$ cat src/rtl/accel_spi_reader.sv
// SPI mode-0 master for an ADXL362-class accelerometer. It does one POWER_CTL write,
// then periodic 5-byte burst reads that publish signed X/Y/Z samples with a valid strobe.
module accel_spi_reader #(
    parameter int CLK_DIV        = 2,
    parameter int STARTUP_CYCLES = 500000,
    parameter int SAMPLE_PERIOD  = 1000000,
    parameter int INVERT_X       = 0,
    parameter int INVERT_Y       = 0
) (
    input  logic       CLK,
    input  logic       rst,
    input  logic       spi_miso,
    output logic       spi_sclk,
    output logic       spi_mosi,
    output logic       spi_cs_n,
    output logic [7:0] accel_x,
    output logic [7:0] accel_y,
    output logic [7:0] accel_z,
    output logic       accel_valid,
    output logic       init_done
);

    // A read occupies 16*5*D + D cycles with CS low; 2*D more gives the minimum CS-high time.
    localparam int READ_SLOT   = 16 * 5 * CLK_DIV + 3 * CLK_DIV;
    localparam int PERIOD_EFF  = (SAMPLE_PERIOD < READ_SLOT) ? READ_SLOT : SAMPLE_PERIOD;
    localparam int DIV_W       = (CLK_DIV > 1) ? $clog2(CLK_DIV) : 1;
    localparam int PER_W       = $clog2(PERIOD_EFF);
    localparam int SU_W        = (STARTUP_CYCLES > 1) ? $clog2(STARTUP_CYCLES) : 1;
    localparam int SU_LAST_INT = (STARTUP_CYCLES > 0) ? STARTUP_CYCLES - 1 : 0;

    localparam logic [DIV_W-1:0] DIV_LAST       = DIV_W'(CLK_DIV - 1);
    localparam logic [PER_W-1:0] PER_LAST       = PER_W'(PERIOD_EFF - 1);
    localparam logic [PER_W-1:0] PER_AFTER_INIT = PER_W'(PERIOD_EFF - 2 * CLK_DIV);
    localparam logic [SU_W-1:0]  SU_LAST        = SU_W'(SU_LAST_INT);

    localparam logic [39:0] INIT_FRAME    = {8'h0A, 8'h2D, 8'h02, 16'h0000};
    localparam logic [39:0] READ_FRAME    = {8'h0B, 8'h08, 24'h000000};
    localparam logic [5:0]  INIT_LAST_BIT = 6'd23;
    localparam logic [5:0]  READ_LAST_BIT = 6'd39;

    typedef enum logic [2:0] {
        ST_STARTUP   = 3'd0,
        ST_INIT_XFER = 3'd1,
        ST_GAP       = 3'd2,
        ST_READ_XFER = 3'd3,
        ST_LOAD      = 3'd4
    } state_t;

    state_t           state_r;
    logic [SU_W-1:0]  startup_cnt_r;
    logic [PER_W-1:0] period_cnt_r;
    logic [DIV_W-1:0] div_cnt_r;
    logic [5:0]       bit_cnt_r;
    logic             tail_r;
    logic [38:0]      tx_r;
    logic [23:0]      rx_r;

    logic [5:0]       last_bit_s;
    logic [7:0]       x_load_s;
    logic [7:0]       y_load_s;

    // Two's-complement negate; -128 has no positive counterpart and clips to +127.
    function automatic logic [7:0] neg_sat(input logic [7:0] raw);
        logic [7:0] res;
        if (raw == 8'h80) begin
            res = 8'h7F;
        end else begin
            res = 8'h00 - raw;
        end
        return res;
    endfunction

    // Last bit index of the transaction in flight.
    always_comb begin
        last_bit_s = READ_LAST_BIT;
        if (state_r == ST_INIT_XFER) begin
            last_bit_s = INIT_LAST_BIT;
        end else begin
            last_bit_s = READ_LAST_BIT;
        end
    end

    // Orientation correction of the captured X/Y bytes.
    always_comb begin
        x_load_s = rx_r[23:16];
        y_load_s = rx_r[15:8];
        if (INVERT_X != 0) begin
            x_load_s = neg_sat(rx_r[23:16]);
        end else begin
            x_load_s = rx_r[23:16];
        end
        if (INVERT_Y != 0) begin
            y_load_s = neg_sat(rx_r[15:8]);
        end else begin
            y_load_s = rx_r[15:8];
        end
    end

    // Sequencer: startup wait, SPI bit engine, sample load and read scheduling.
    always_ff @(posedge CLK) begin
        if (rst) begin
            state_r       <= ST_STARTUP;
            startup_cnt_r <= {SU_W{1'b0}};
            period_cnt_r  <= {PER_W{1'b0}};
            div_cnt_r     <= {DIV_W{1'b0}};
            bit_cnt_r     <= 6'd0;
            tail_r        <= 1'b0;
            tx_r          <= 39'd0;
            rx_r          <= 24'd0;
            spi_sclk      <= 1'b0;
            spi_mosi      <= 1'b0;
            spi_cs_n      <= 1'b1;
            accel_x       <= 8'h00;
            accel_y       <= 8'h00;
            accel_z       <= 8'h00;
            accel_valid   <= 1'b0;
            init_done     <= 1'b0;
        end else begin
            accel_valid <= 1'b0;
            // Cycles since the last read start; saturates at the launch point.
            if (period_cnt_r != PER_LAST) begin
                period_cnt_r <= period_cnt_r + PER_W'(1'b1);
            end
            case (state_r)
                ST_STARTUP: begin
                    if (startup_cnt_r == SU_LAST) begin
                        state_r   <= ST_INIT_XFER;
                        spi_cs_n  <= 1'b0;
                        spi_mosi  <= INIT_FRAME[39];
                        tx_r      <= INIT_FRAME[38:0];
                        div_cnt_r <= {DIV_W{1'b0}};
                        bit_cnt_r <= 6'd0;
                        tail_r    <= 1'b0;
                    end else begin
                        startup_cnt_r <= startup_cnt_r + SU_W'(1'b1);
                    end
                end
                ST_INIT_XFER, ST_READ_XFER: begin
                    if (div_cnt_r != DIV_LAST) begin
                        div_cnt_r <= div_cnt_r + DIV_W'(1'b1);
                    end else begin
                        div_cnt_r <= {DIV_W{1'b0}};
                        if (tail_r) begin
                            // CS hold after the final SCLK fall has elapsed.
                            spi_cs_n <= 1'b1;
                            tail_r   <= 1'b0;
                            if (state_r == ST_INIT_XFER) begin
                                init_done    <= 1'b1;
                                period_cnt_r <= PER_AFTER_INIT;
                                state_r      <= ST_GAP;
                            end else begin
                                state_r <= ST_LOAD;
                            end
                        end else if (!spi_sclk) begin
                            spi_sclk <= 1'b1;
                            rx_r     <= {rx_r[22:0], spi_miso};
                        end else begin
                            spi_sclk <= 1'b0;
                            if (bit_cnt_r == last_bit_s) begin
                                tail_r   <= 1'b1;
                                spi_mosi <= 1'b0;
                            end else begin
                                bit_cnt_r <= bit_cnt_r + 6'd1;
                                spi_mosi  <= tx_r[38];
                                tx_r      <= {tx_r[37:0], 1'b0};
                            end
                        end
                    end
                end
                ST_LOAD: begin
                    accel_x     <= x_load_s;
                    accel_y     <= y_load_s;
                    accel_z     <= rx_r[7:0];
                    accel_valid <= 1'b1;
                    state_r     <= ST_GAP;
                end
                ST_GAP: begin
                    if (period_cnt_r == PER_LAST) begin
                        state_r      <= ST_READ_XFER;
                        period_cnt_r <= {PER_W{1'b0}};
                        spi_cs_n     <= 1'b0;
                        spi_mosi     <= READ_FRAME[39];
                        tx_r         <= READ_FRAME[38:0];
                        div_cnt_r    <= {DIV_W{1'b0}};
                        bit_cnt_r    <= 6'd0;
                        tail_r       <= 1'b0;
                    end
                end
                default: begin
                    state_r <= ST_STARTUP;
                end
            endcase
        end
    end

endmodule

$ cat config.mk
export PLATFORM = sky130hd
export DESIGN_NAME = accel_spi_reader
export DESIGN_NICKNAME = d
export VERILOG_FILES = /design/src/rtl/accel_spi_reader.sv
export SDC_FILE = /design/constraint.sdc
export NUM_CORES = 1
export LEC_CHECK = 0
export ABC_AREA = 0
export BUFFER_PORTS_ARGS = -buffer_cell sky130_fd_sc_hd__buf_2
export CAP_MARGIN = 25
export CORE_MARGIN = 5
export CORE_UTILIZATION = 52
export CTS_CLUSTER_DIAMETER = 60
export DETAILED_ROUTE_END_ITERATION = 16
export PLACE_DENSITY = 0.68
export SETUP_SLACK_MARGIN = 0.02
export SLEW_MARGIN = 15
export SYNTH_ARGS = -nofsm -noshare
export SYNTH_HDL_FRONTEND = slang
export SYNTH_SLANG_ARGS = --single-unit
$ cat constraint.sdc
create_clock -name CLK -period 3.16 [get_ports CLK]
set_input_delay 0.632 -clock CLK [delete_from_list [all_inputs] [get_ports CLK]]
set_output_delay 0.632 -clock CLK [all_outputs]
set_load 0.01 [all_outputs]
==> parameters.txt <==
Parameter                              Value

STA
  Fin crit share    87.4%
  Final min period    about 2.8 ns
  Measured slew at the worst slew-check pin    roughly 0.92 ns
  Max transition margin    between 30% and 40%
  Setup skew after layout    roughly 0.017 ns
  FMAX    around 360 MHz
  Slew Limit Fails    0
  Number of hold violations in the final report    0
  Final count of negative-setup-slack endpoints    0
  RSZ-0062 raised after global routing    false
  Setup slack after layout    a little under 0.4 ns
  Setup TNS Final    0 ns

GRT
  Largest net degree at the start of global routing    between 50 and 60
  First-pass GRT wire length    roughly 19000 um
  Number of global-route vias before repair    a little over 4k
  Antenna violations before repair    0
  Aggregate global-route resource usage    19.4%
  Total overflow reported by the global router    0

Worst setup path
  Max Fanout on Critical Path    28
  Critical Setup Path Class    flop to flop
  CP Data Arrival Time    around 3.2 ns
  Critical Path Start Type    flop
  Critical path data required time    about 3.6 ns
  Crit path capture type    flop

Clocking
  Post-CTS setup buffers    0
  Hold buffer count at cts    0
  Latest clock arrival within the worst-skew pair    approximately 0.5 ns
  Number of buffers created by CTS    17
  H-Tree Level Count    4
  Root Buffer    clkbuf_8
  Clock Sinks    between 100 and 150
  Post-cts resize count    0
  Clock transition at the register clock pins on the worst setup and hold paths after CTS    0.06 ns
  Clock tree from TritonCTS    done
  Largest buffer count on any clock path    2

Pwr
  Logic gate share of total power    9.7%
  Tot Pwr    around 0.0040 W
  Reported leakage power    approximately 2.1 nW
  Proportion of power drawn by flip-flops and latches    between 40% and 50%
  Power density normalized to cell area    between 600 and 700 mW/mm^2
  VDD IR max    approximately 360 uV
  Cell Int Power    slightly below 0.003 W
  Net Sw Frac    27.1%
  Clock network power share    a little under half
  P_sw    0.00109 W

Yosys
  Synth Area per Inst    8.11 um^2
  Number of synthesis warnings    0
  Count of mapped cells out of synthesis    631
  Sequential share of the synthesized area    slightly below 50%
  Count of unique library cells instantiated by Yosys    47
  Netlist area before placement    between 0.005 and 0.006 mm^2
  Number of nets in the synthesized netlist    roughly 640
  Leading cell type by number of instances after synthesis    nand2_1
  Proportion of synthesized flip-flops having asynchronous set or reset    0%
  Post-synth top area cell    dfxtp_1
  Count of state elements after synthesis    125
  Main flop type after synthesis    dfxtp_1
  Count of flip-flops with a built-in enable after synthesis    0
  Top post-synthesis cells by count    nand2_1 (139), dfxtp_1 (125), a21oi_1 (86), nor2_1 (50), clkbuf_1 (32)
  Largest cells by area after synthesis    dfxtp_1 (49%), nand2_1 (10%), a21oi_1 (8.4%)
  Synth top area share    between 40 and 50%

Placed design
  Post-Place Worst Slack    around 0.46 ns
  DP Wirelength    6850 um
  Gp weighted congestion    0.742
  Number of port buffers    31

Cells and area
  Fraction of final layout cells sized beyond drive strength 1    11.6%
  Relative area change from synthesis to final layout    16.6%
  # diodes    0
  Number of nets in the layout    660

Floorplan
  Initial standard-cell utilization of the core    between 50% and 60%
  Floorplan die area    0.0119 mm^2
  FP Rows    36
  Boundary Pins    32
  Core box area    about 0.0097 mm^2
  Vertical extent of the die    109 um
  Die Width    approximately 110 um

Drt
  Total wirelength of the detailed-routed design    between 10000 and 15000 um
  DRC viols    0
  Routed WL per cell    around 13 um
  Initial DRC count    345
  Average via count per standard cell    around 5.4
  Routed via count    approximately 4.3k
  Iteration count of the initial detailed-routing pass    5
  Number of nets with antenna violations after routing    0

Hold path
  Worst Hold Class    input port to flop

Outcome
  Status    completed

Flow run
  Max-cap violations    0
[worst max-delay path: stages (launching register included)]
cell      delay, ns
dfxtp_1        0.36
or4b_1         0.53
or3_1          0.40
nor4_4         0.13
buf_4          0.26
o211ai_4       0.27
or4_1          0.58
a21oi_1        0.16
[path summary, 6_finish.rpt]
path | from | end | slack, ns | depth (start not counted)
max | period_cnt_r[8] | bit_cnt_r[3] | 0.40 | 7
min | spi_miso | rx_r[0] | 0.37 | 3
max reg2reg | period_cnt_r[8] | bit_cnt_r[3] | 0.40 | 7
min reg2reg | accel_y[4] | accel_y[4] | 0.45 | 2
[placed cells by master, fill, tap and decap left out, types with 3 or more instances in the layout]
cell type | Yosys | layout
nand4_1 | 5 | 5
o21ai_0 | 13 | 13
nor2b_1 | 3 | 3
dfxtp_1 | 125 | 125
clkinvlp_4 | 0 | 3
a21oi_1 | 86 | 86
nand2b_1 | 5 | 5
or3_1 | 12 | 12
nor2_1 | 50 | 50
buf_4 | 0 | 10
inv_1 | 8 | 8
buf_2 | 4 | 30
o2111ai_1 | 4 | 4
inv_6 | 0 | 6
xor2_1 | 11 | 11
nand3_1 | 28 | 28
and3_1 | 5 | 5
clkbuf_16 | 0 | 16
xnor2_1 | 20 | 20
nor3b_1 | 8 | 8
ha_1 | 4 | 4
nand2_1 | 139 | 139
a211oi_1 | 7 | 7
nor3_1 | 25 | 23
nor4_1 | 3 | 3
[per-layer routing]
metal  share of wire, %  track usage [%]  up-vias
li1                   -                -     2208
met3                3.7             4.32       12
met1                 46             24.6     2011
met4               0.91             5.97        0
met5                  0                0        -
met2                 49             32.9       93
[cells by family after synthesis]
| kind of cell | after synthesis | synth area share (%) |
|---|---|---|
| adders and majority gates | 4 | 0.978 |
| muxes | 2 | 0.391 |
| AOI/OAI and AO/OA | 125 | 13.8 |
| xor gates and xnor gates | 31 | 5.31 |
| and+or+nand+nor | 299 | 27.2 |
| DFF | 125 | 48.9 |
| buffers and inverters | 45 | 3.40 |
[registers in the layout, indices dropped and copies added, names as in the netlist, 3 cells and up]
signal,flops
rx_r,24
accel_y,8
state_r,3
tx_r,22
period_cnt_r,20
startup_cnt_r,19
accel_z,8
accel_x,8
bit_cnt_r,6
[cell type report]
class                           instances  area [um^2]
Fill cell                             854         3720
Sequential cell                       125         2500
Multi-Input combinational cell        461         2450
Clock buffer                           17          414
Timing Repair Buffer                   40          225
Clock inverter                         15          175
Tap cell                              133          166
Inverter                                8         30.0
[per-stage QoR]
| stage | hold WS, ns | cells | utilization [%] | cell area (um^2) |
|---|---|---|---|---|
| floorplan | 0.427 | 631 | - | 5120 |
| global placement | 0.438 | 767 | 55.5 | 5380 |
| detailed placement | 0.446 | 767 | 55.5 | 5380 |
| CTS | 0.350 | 799 | 61.6 | 5960 |
| global route | 0.360 | 799 | 61.6 | 5960 |
| finish | 0.370 | 799 | 61.6 | 5960 |
[power by group through the flow]
stage | Clock (W) | Combinational (W) | Sequential (W)
2_1_floorplan | 0 | 0.000320 | 0.00171
3_3_place_gp | 0 | 0.000380 | 0.00173
3_5_place_dp | 0 | 0.000389 | 0.00174
4_1_cts | 0.00195 | 0.000392 | 0.00170
5_1_grt | 0.00202 | 0.000444 | 0.00172
6_report | 0.00191 | 0.000390 | 0.00170
(Power assumes the default switching activity.)
